==> src/rtl/uart_pkg.sv <==
// Shared UART definitions: FSM state encoding, frame constants and baud divisor helper.
package uart_pkg;

  typedef enum logic [1:0] {IDLE, START, DATA, STOP} uart_tx_state_e;

  localparam int UART_DATA_BITS = 8;

  // Rounded clocks-per-bit.
  function automatic int baud_divisor(input int clock_rate, input int baud_rate);
    return (clock_rate + baud_rate / 2) / baud_rate;
  endfunction

endpackage

==> src/rtl/sync_fifo.sv <==
// Single-clock FIFO with occupancy count; DEPTH must be a power of two so pointers wrap for free.
module sync_fifo #(
  parameter int WIDTH = 8,
  parameter int DEPTH = 8
) (
  input  logic                     clk,
  input  logic                     rst_n,
  input  logic                     push_i,
  input  logic [WIDTH-1:0]         push_data_i,
  input  logic                     pop_i,
  output logic [WIDTH-1:0]         pop_data_o,
  output logic [$clog2(DEPTH):0]   level_o,
  output logic                     full_o,
  output logic                     empty_o
);
  localparam int AW = $clog2(DEPTH);

  logic [WIDTH-1:0] mem_q [DEPTH];
  logic [AW-1:0]    wr_ptr_q, rd_ptr_q;
  logic [AW:0]      level_q;
  logic             do_push, do_pop;

  assign full_o     = (level_q == (AW+1)'(DEPTH));
  assign empty_o    = (level_q == '0);
  assign do_push    = push_i && !full_o;
  assign do_pop     = pop_i && !empty_o;
  assign level_o    = level_q;
  assign pop_data_o = mem_q[rd_ptr_q];

  always_ff @(posedge clk or negedge rst_n) begin
    if (!rst_n) begin
      wr_ptr_q <= '0;
      rd_ptr_q <= '0;
      level_q  <= '0;
    end else begin
      if (do_push) wr_ptr_q <= wr_ptr_q + AW'(1);
      if (do_pop)  rd_ptr_q <= rd_ptr_q + AW'(1);
      case ({do_push, do_pop})
        2'b10:   level_q <= level_q + (AW+1)'(1);
        2'b01:   level_q <= level_q - (AW+1)'(1);
        default: level_q <= level_q;
      endcase
    end
  end

  // Storage needs no reset: pointers define what is valid.
  always_ff @(posedge clk) begin
    if (do_push) mem_q[wr_ptr_q] <= push_data_i;
  end

endmodule

==> src/rtl/uart_tx_buffered.sv <==
// Buffered 8N1 UART transmitter: bytes enter a FIFO over valid/ready and are sent back-to-back.
module uart_tx_buffered
  import uart_pkg::*;
#(
  parameter int CLOCK_RATE = 100_000_000,
  parameter int BAUD_RATE  = 9_600,
  parameter int FIFO_DEPTH = 8
) (
  input  logic                          clk,
  input  logic                          rst_n,
  input  logic [7:0]                    tx_data,
  input  logic                          tx_valid,
  output logic                          tx_ready,
  output logic                          txd,
  output logic                          tx_busy,
  output logic [$clog2(FIFO_DEPTH):0]   fifo_level
);
  localparam int DIVISOR = baud_divisor(CLOCK_RATE, BAUD_RATE);
  localparam int BW      = (DIVISOR < 2) ? 1 : $clog2(DIVISOR);

  generate
    if (DIVISOR < 2) begin : g_bad_divisor
      $error("uart_tx_buffered: DIVISOR must be at least 2");
    end
    if (FIFO_DEPTH < 2 || (FIFO_DEPTH & (FIFO_DEPTH - 1)) != 0) begin : g_bad_depth
      $error("uart_tx_buffered: FIFO_DEPTH must be a power of two >= 2");
    end
  endgenerate

  uart_tx_state_e             state_q, state_d;
  logic [BW-1:0]              baud_q, baud_d;
  logic [2:0]                 bit_q, bit_d;
  logic [UART_DATA_BITS-1:0]  shift_q, shift_d;
  logic                       txd_q, txd_d;
  logic                       pop;
  logic [7:0]                 fifo_data;
  logic                       fifo_full, fifo_empty;
  logic                       baud_end;

  sync_fifo #(.WIDTH(8), .DEPTH(FIFO_DEPTH)) u_fifo (
    .clk         (clk),
    .rst_n       (rst_n),
    .push_i      (tx_valid),
    .push_data_i (tx_data),
    .pop_i       (pop),
    .pop_data_o  (fifo_data),
    .level_o     (fifo_level),
    .full_o      (fifo_full),
    .empty_o     (fifo_empty)
  );

  assign baud_end = (baud_q == BW'(DIVISOR - 1));
  assign tx_ready = !fifo_full;
  assign tx_busy  = (state_q != IDLE) || !fifo_empty;
  assign txd      = txd_q;

  always_ff @(posedge clk or negedge rst_n) begin
    if (!rst_n) begin
      state_q <= IDLE;
      baud_q  <= '0;
      bit_q   <= '0;
      shift_q <= '0;
      txd_q   <= 1'b1;
    end else begin
      state_q <= state_d;
      baud_q  <= baud_d;
      bit_q   <= bit_d;
      shift_q <= shift_d;
      txd_q   <= txd_d;
    end
  end

  always_comb begin
    state_d = state_q;
    baud_d  = baud_q;
    bit_d   = bit_q;
    shift_d = shift_q;
    txd_d   = txd_q;
    pop     = 1'b0;
    case (state_q)
      IDLE: begin
        if (!fifo_empty) begin
          pop     = 1'b1;
          shift_d = fifo_data;
          txd_d   = 1'b0;
          baud_d  = '0;
          state_d = START;
        end
      end
      START: begin
        if (baud_end) begin
          baud_d  = '0;
          bit_d   = '0;
          txd_d   = shift_q[0];
          state_d = DATA;
        end else begin
          baud_d = baud_q + BW'(1);
        end
      end
      DATA: begin
        if (baud_end) begin
          baud_d = '0;
          if (bit_q == 3'(UART_DATA_BITS - 1)) begin
            txd_d   = 1'b1;
            state_d = STOP;
          end else begin
            shift_d = {1'b0, shift_q[UART_DATA_BITS-1:1]};
            txd_d   = shift_q[1];
            bit_d   = bit_q + 3'd1;
          end
        end else begin
          baud_d = baud_q + BW'(1);
        end
      end
      STOP: begin
        if (baud_end) begin
          baud_d = '0;
          // Chain straight into the next START so buffered frames have no idle gap.
          if (!fifo_empty) begin
            pop     = 1'b1;
            shift_d = fifo_data;
            txd_d   = 1'b0;
            state_d = START;
          end else begin
            state_d = IDLE;
          end
        end else begin
          baud_d = baud_q + BW'(1);
        end
      end
      default: state_d = IDLE;
    endcase
  end

endmodule

==> config.mk <==
export PLATFORM = sky130hd
export DESIGN_NAME = uart_tx_buffered
export DESIGN_NICKNAME = d
export VERILOG_FILES = /design/src/rtl/uart_pkg.sv /design/src/rtl/sync_fifo.sv /design/src/rtl/uart_tx_buffered.sv
export SDC_FILE = /design/constraint.sdc
export NUM_CORES = 1
export LEC_CHECK = 0
export CAP_MARGIN = 30
export CORE_MARGIN = 2
export CORE_UTILIZATION = 60
export DETAILED_ROUTE_END_ITERATION = 7
export PLACE_DENSITY = 0.83
export SLEW_MARGIN = 20
export SYNTH_ARGS = -nofsm -noshare
export SYNTH_HDL_FRONTEND = slang
export SYNTH_SLANG_ARGS = --single-unit
export TNS_END_PERCENT = 20
==> constraint.sdc <==
create_clock -name clk -period 3.96 [get_ports clk]
set_input_delay 0.99 -clock clk [delete_from_list [all_inputs] [get_ports clk]]
set_output_delay 0.99 -clock clk [all_outputs]
set_load 0.05 [all_outputs]
==> flow_summary.json, run 1 <==
{
  "use_met2_pct": 34.9,
  "synth_edf_count": 64,
  "hp-class": "in2async",
  "rows": 32,
  "hold_violations": 0,
  "use_met3_pct": 6.08,
  "cts-root-buf": "clkbuf_8",
  "slew_headroom_pct": 51.8,
  "grt_start_max_net_pins": 39,
  "synth_seq_cells": 102,
  "synth_compound_area_share_pct": 8.02,
  "post-route-util_pct": 67.9,
  "globalplace.congestion": 0.867,
  "drt-total-wl_um": 8190,
  "synth_nets": 345,
  "syn_avg_cell_area_um2": 14.6,
  "core_region_area_um2": 7610,
  "synthArstFlopShare_pct": 37.3,
  "cts.path.max_buffers": 2,
  "routedWlPerCell_um": 18.1,
  "start_util_pct": 61.2,
  "io_pins": 18,
  "grt_overflow_total": 0,
  "route.detailed.drc": 0,
  "p_leak_nw": 1.99,
  "crit_required_ns": 2.97,
  "hold_buffers": 0,
  "netlist_area_um2": 4650,
  "end_kind": "output pin",
  "status": "finished, final reports clean",
  "fillers": 539,
  "period_share_pct": 90.7,
  "ant_nets": 0,
  "drv_cap": 0,
  "cts_sinks": 102,
  "port_buffers": 17,
  "p_per_area_nw_per_um2": 725,
  "hpwl_um": 5470,
  "synth_top_flop_cell": "edfxtp_1",
  "antenna_found_initial": 0,
  "avgViaCountPerCell": 5.82,
  "drt_iter0_drc": 100,
  "die_h_um": 92.1,
  "cts_buffers": 9,
  "peakVddDrop_mv": 0.361,
  "slew_viol_final": 0,
  "cts_tree": "done",
  "finalPower_mw": 3.75,
  "synth_fa_ha_area_share_pct": 4.20,
  "rsz0062_at_grt": "no",
  "clk_pin_slew_ns": 0.11,
  "nets": 371,
  "yosys_warnings": 0,
  "yosysSeqAreaShare_pct": 61.8,
  "diodes": 0,
  "synth-xor-area-share_pct": 1.51,
  "netlist_instances": 319,
  "ys_types": 56,
  "vias": 2630,
  "synth-simple-area-share_pct": 8.26,
  "crit_arrival_ns": 2.60,
  "critPathMaxFanout": 9,
  "grt_pass1_wl_um": 13200,
  "synth_top_family_by_area": "multiplexers",
  "dp.cells": 435,
  "postCtsSetupRepairBufs": 0,
  "dieWidth_um": 92.1,
  "area_delta_synth_final_pct": 11.1,
  "clk_latency_ns": 0.37,
  "place_ws_ns": 0.578,
  "setup_violations": 0,
  "timing.fmax_mhz": 278,
  "layout_common_cells": "edfxtp_1 (64), dfrtp_1 (37), inv_1 (21)",
  "layout_setup_ws_ns": 0.368,
  "criticalPathCategory": "reg2out",
  "busiest_layer": "met2",
  "grt.total_usage_pct": 21.1,
  "skew_ns": 0.0147,
  "dieArea_um2": 8470,
  "mostFrequentLayoutCell": "edfxtp_1",
  "cts.repair.resized": 0,
  "tightest_slew_ns": 0.723,
  "cp-start-kind": "register",
  "synthMuxAreaShare_pct": 12.5,
  "cts_max_level": 3,
  "fin_setup_tns_ns": 0,
  "final_cells": 452,
  "period_minus_slack_ns": 3.59,
  "grt_pass1_vias": 2615,
  "dr.pass1.iters": 4,
  "grt_util_met1_pct": 26.7,
  "drive_above_1_share_pct": 18.3
}
## final cells by class
type                            instances  area [µm²]  share of cell area [%]
Clock inverter                          7        88.8                    1.72
Tap cell                              102         128                    2.47
Multi-Input combinational cell        181        1600                    31.0
Inverter                               22        82.6                    1.60
Clock buffer                            9         124                    2.40
Sequential cell                       102        2870                    55.6
Timing Repair Buffer                   29         268                    5.18
## cells in the mapped netlist (all sizes together), types with 2 or more instances
master    n  share of area (%)
and3      2               0.30
nand3b    2               0.32
o2bb2ai   3               0.56
nand2b    3               0.40
or4b      2               0.59
mux4     16                7.7
ha       14                3.8
mux2     10                2.8
nor2     12               0.97
dfrtp    37                 20
a21oi    12                1.3
xor2      3               0.56
clkbuf    8                1.1
nand2    20                1.6
o22a      3               0.56
a21o      2               0.32
nor4      4               0.86
mux2i     9                1.9
inv      21                1.7
nor3b     2               0.32
nand4     3               0.40
a31oi     9                1.2
o41a      2               0.51
nor3      7               0.75
and2      2               0.27
o21ai     9               0.97
nand3     5               0.54
xnor2     5               0.94
buf       6               0.89
edfxtp   64                 41
o22ai     5               0.67
and4      2               0.40
## routing by layer
layer	up-vias	wire, µm
met5	-	0
met4	0	99
met3	8	338
met2	51	4220
met1	1305	3530
li1	1266	-
## critical path, cell delays in order (launching register included)
cell and delay, ns:
dfrtp_1 0.46, nor4_1 0.41, and2_1 0.38, clkinv_1 0.10
buf_4 0.18, clkdlybuf4s50_1 0.70
## cell families (layout without fill, tap and decap cells)
group,after synthesis,count (layout)
DFF,102,102
buffers and inverters,36,67
AOI/OAI and AO/OA,54,54
xor gates and xnor gates,8,8
adders and majority gates,15,15
and+or+nand+nor,69,69
muxes,35,35
## power breakdown
group / switching (mW) / total, mW / internal, mW
clock: 0.401 / 0.656 / 0.255
combinational: 0.757 / 1.48 / 0.721
sequential: 0.230 / 1.61 / 1.38
total: 1.39 / 3.75 / 2.36
## stage by stage
stage | area (µm²) | hold WS [ns]
4_1_cts | 5150 | 0.490
6_report | 5170 | 0.427
3_5_place_dp | 4940 | 0.474
5_1_grt | 5170 | 0.412
2_1_floorplan | 4650 | 0.460
3_3_place_gp | 4940 | 0.472
## final timing paths
kind | start | to | slack (ns) | cells past startpoint
worst max-delay path | u_fifo.level_o[0]$_DFFE_PN0P_ | tx_busy | 0.37 | 5
worst min-delay path | rst_n | baud_q[3]$_DFFE_PN0P_ | 0.43 | 1
worst max register to register | baud_q[0]$_DFFE_PN0P_ | u_fifo.level_o[3]$_DFFE_PN0P_ | 0.86 | 11
worst min register to register | txd$_DFFE_PN1P_ | txd$_DFFE_PN1P_ | 0.49 | 1
max in group asynchronous | rst_n | txd$_DFFE_PN1P_ | 3.05 | 2
min in group clk | txd$_DFFE_PN1P_ | txd$_DFFE_PN1P_ | 0.49 | 1
## sequential cells by signal (all words and copies together), names as in the netlist, 2 cells and up
| name | count |
|---|---|
| u_fifo.mem_q | 64 |
| u_fifo.rd_ptr_q | 3 |
| baud_q | 14 |
| u_fifo.wr_ptr_q | 3 |
| shift_q | 8 |
| bit_q | 3 |
| state_q | 2 |
| u_fifo.level_o | 4 |
Power figures use the tool's default switching activity.
==> run 2, diff against run 1 <==
--- a/config.mk
+++ b/config.mk
@@ -11,3 +11,5 @@
 export DETAILED_ROUTE_END_ITERATION = 7
+export MAX_ROUTING_LAYER = met4
 export PLACE_DENSITY = 0.83
+export SKIP_CTS_REPAIR_TIMING = 1
 export SLEW_MARGIN = 20
--- a/constraint.sdc
+++ b/constraint.sdc
@@ -3,2 +3,2 @@
 set_output_delay 0.99 -clock clk [all_outputs]
-set_load 0.05 [all_outputs]
+set_load 0.01 [all_outputs]
==> run 2 against run 1 <==
  * Clock-buffer cell count is the same
  * Critical path type unchanged
  * Cell count is the same
  * Largest cell class unchanged
  * Final area shrank 0.46%
  * Clock skew shrank 0.0020 ns
  * Power shrank 2.9%
  * Clock power shrank 4.4%
  * Maximum frequency grew 11%
  * Sequential cell count is the same
  * Highest routed layer unchanged
==> flow_summary.json, run 2 (synthesis gave the netlist of run 1 again) <==
{
  "status": "finished, final reports clean",
  "intPower_mw": 2.35,
  "crit_required_ns": 2.97,
  "critPathSlowestCell": "clkdlybuf4s50_1",
  "drv_cap": 0,
  "period_minus_slack_ns": 3.23,
  "criticalPathCategory": "reg2out",
  "worstSetupPathDepth": 4,
  "hp-class": "in2async",
  "cp_num_buf_inv": 2,
  "timing.fmax_mhz": 309,
  "reg2reg_depth": 11,
  "p_per_area_nw_per_um2": 707,
  "period_share_pct": 81.6,
  "ant_nets": 0,
  "fin_setup_tns_ns": 0,
  "slew_viol_final": 0,
  "crit_family": "simple AND/OR/NAND/NOR gates",
  "die_h_um": 92.1,
  "route.detailed.drc": 0,
  "grt_pass1_wl_um": 13500,
  "hold_violations": 0,
  "critPathMaxFanout": 8,
  "grt.total_usage_pct": 21.8,
  "cpPeakStageDelay_ns": 0.49,
  "rsz0062_at_grt": "no",
  "io_pins": 18,
  "rows": 32,
  "area_delta_synth_final_pct": 10.6,
  "crit_arrival_ns": 2.24,
  "r2r_setup_slack_ns": 0.92,
  "cp-start-kind": "register",
  "start_util_pct": 61.2,
  "switchingPower_mw": 1.29,
  "top_register": "u_fifo.mem_q",
  "antenna_found_initial": 0,
  "slew_headroom_pct": 50.7,
  "drt_iter0_drc": 191,
  "globalplace.congestion": 0.867,
  "dieWidth_um": 92.1,
  "dieArea_um2": 8470,
  "grt_pass1_vias": 2676,
  "fillers": 531,
  "setup_violations": 0,
  "drive_above_1_share_pct": 18.3,
  "cts_tree": "done",
  "power_frac_comb_pct": 38.3,
  "port_buffers": 17,
  "crit_path_cell_trace": "nor4_1 -> and2_1 -> clkinv_1 -> clkdlybuf4s50_1",
  "p_leak_nw": 1.98,
  "core_region_area_um2": 7610,
  "nets": 371,
  "peakVddDrop_mv": 0.343,
  "largest_reg_flops": 64,
  "reg2reg_from": "baud_q[0]$_DFFE_PN0P_",
  "drt-total-wl_um": 8250,
  "clk_latency_ns": 0.37,
  "clkPwrFrac_pct": 17.2,
  "cts_max_level": 3,
  "reg2reg_to": "u_fifo.level_o[3]$_DFFE_PN0P_",
  "cts.path.max_buffers": 2,
  "cts_buffers": 9,
  "whs_ns": 0.466,
  "switching_share_pct": 35.4,
  "tightest_slew_ns": 0.739,
  "cts-root-buf": "clkbuf_8",
  "vias": 2707,
  "avgViaCountPerCell": 5.99,
  "routedWlPerCell_um": 18.2,
  "clk_pin_slew_ns": 0.11,
  "grt_start_max_net_pins": 39,
  "hpwl_um": 5490,
  "end_kind": "output pin",
  "skew_ns": 0.0128,
  "mostFrequentLayoutCell": "edfxtp_1",
  "cts_sinks": 102,
  "layout_common_cells": "edfxtp_1 (64), dfrtp_1 (37), inv_1 (21)",
  "seq_power_share_pct": 44.4,
  "top_regs": "u_fifo.mem_q (64), baud_q (14), shift_q (8)",
  "grt_overflow_total": 0,
  "dr.pass1.iters": 4,
  "diodes": 0
}
-- run 2: cell types whose count changed in the layout (fill, tap and decap cells not counted) --
cell / delta
clkinv_4: -1
clkinv_8: -3
clkinvlp_4: +1
inv_6: +3
-- run 2: worst max path at each step --
stage / slack (ns) / startpoint / endpoint
4_1_cts: 0.69 / u_fifo.level_o[0]$_DFFE_PN0P_ / tx_busy
3_3_place_gp: 0.68 / tx_valid / u_fifo.level_o[3]$_DFFE_PN0P_
6_report: 0.73 / u_fifo.level_o[0]$_DFFE_PN0P_ / tx_busy
3_5_place_dp: 0.65 / tx_valid / u_fifo.level_o[3]$_DFFE_PN0P_
2_1_floorplan: 1.03 / baud_q[0]$_DFFE_PN0P_ / u_fifo.level_o[3]$_DFFE_PN0P_
5_1_grt: 0.48 / u_fifo.level_o[0]$_DFFE_PN0P_ / tx_busy
-- run 2: per-stage QoR --
step	std cells	instance area, µm²	util, %	power [mW]	worst slack [ns]
6_report	452	5140	67.6	3.64	0.727
5_1_grt	452	5140	67.6	3.88	0.480
4_1_cts	451	5120	67.4	3.66	0.692
3_5_place_dp	435	4940	64.9	3.04	0.648
3_3_place_gp	435	4940	64.9	2.97	0.676
2_1_floorplan	319	4650	-	2.70	1.03
-- run 2: final cells by class --
cell class | count | area, µm² | share of cell area [%]
clock buffers | 9 | 124 | 2.41
flip-flops and latches | 102 | 2870 | 55.9
inverters | 22 | 82.6 | 1.61
well taps | 102 | 128 | 2.48
repair buffers | 29 | 268 | 5.20
clock inverters | 7 | 65.1 | 1.26
multi-input cells | 181 | 1600 | 31.2
-- run 2: per-layer routing --
layer | global-route usage (%) | wire [µm] | vias up
met5 | - | 0 | -
li1 | - | - | 1271
met1 | 27.3 | 3430 | 1350
met4 | 6.97 | 135 | 0
met3 | 4.68 | 389 | 13
met2 | 36.0 | 4290 | 73
-- run 2: worst reg2reg max path: stages, from the launching register on --
cell and delay [ns]:
dfrtp_1 0.43, inv_1 0.07, ha_1 0.13, or4b_4 0.48
o41a_1 0.46, nor2b_2 0.22, ha_1 0.25, ha_1 0.25
a21o_1 0.17, a21oi_1 0.16, mux2i_1 0.23, xnor2_1 0.13
-- run 2: power groups by stage --
| stage | clock network (mW) | registers [mW] | logic [mW] |
|---|---|---|---|
| after detailed placement | 0 | 1.64 | 1.40 |
| after floorplan | 0 | 1.53 | 1.17 |
| after global routing | 0.685 | 1.65 | 1.54 |
| after global placement | 0 | 1.62 | 1.35 |
| after CTS | 0.640 | 1.62 | 1.40 |
| final | 0.627 | 1.62 | 1.39 |
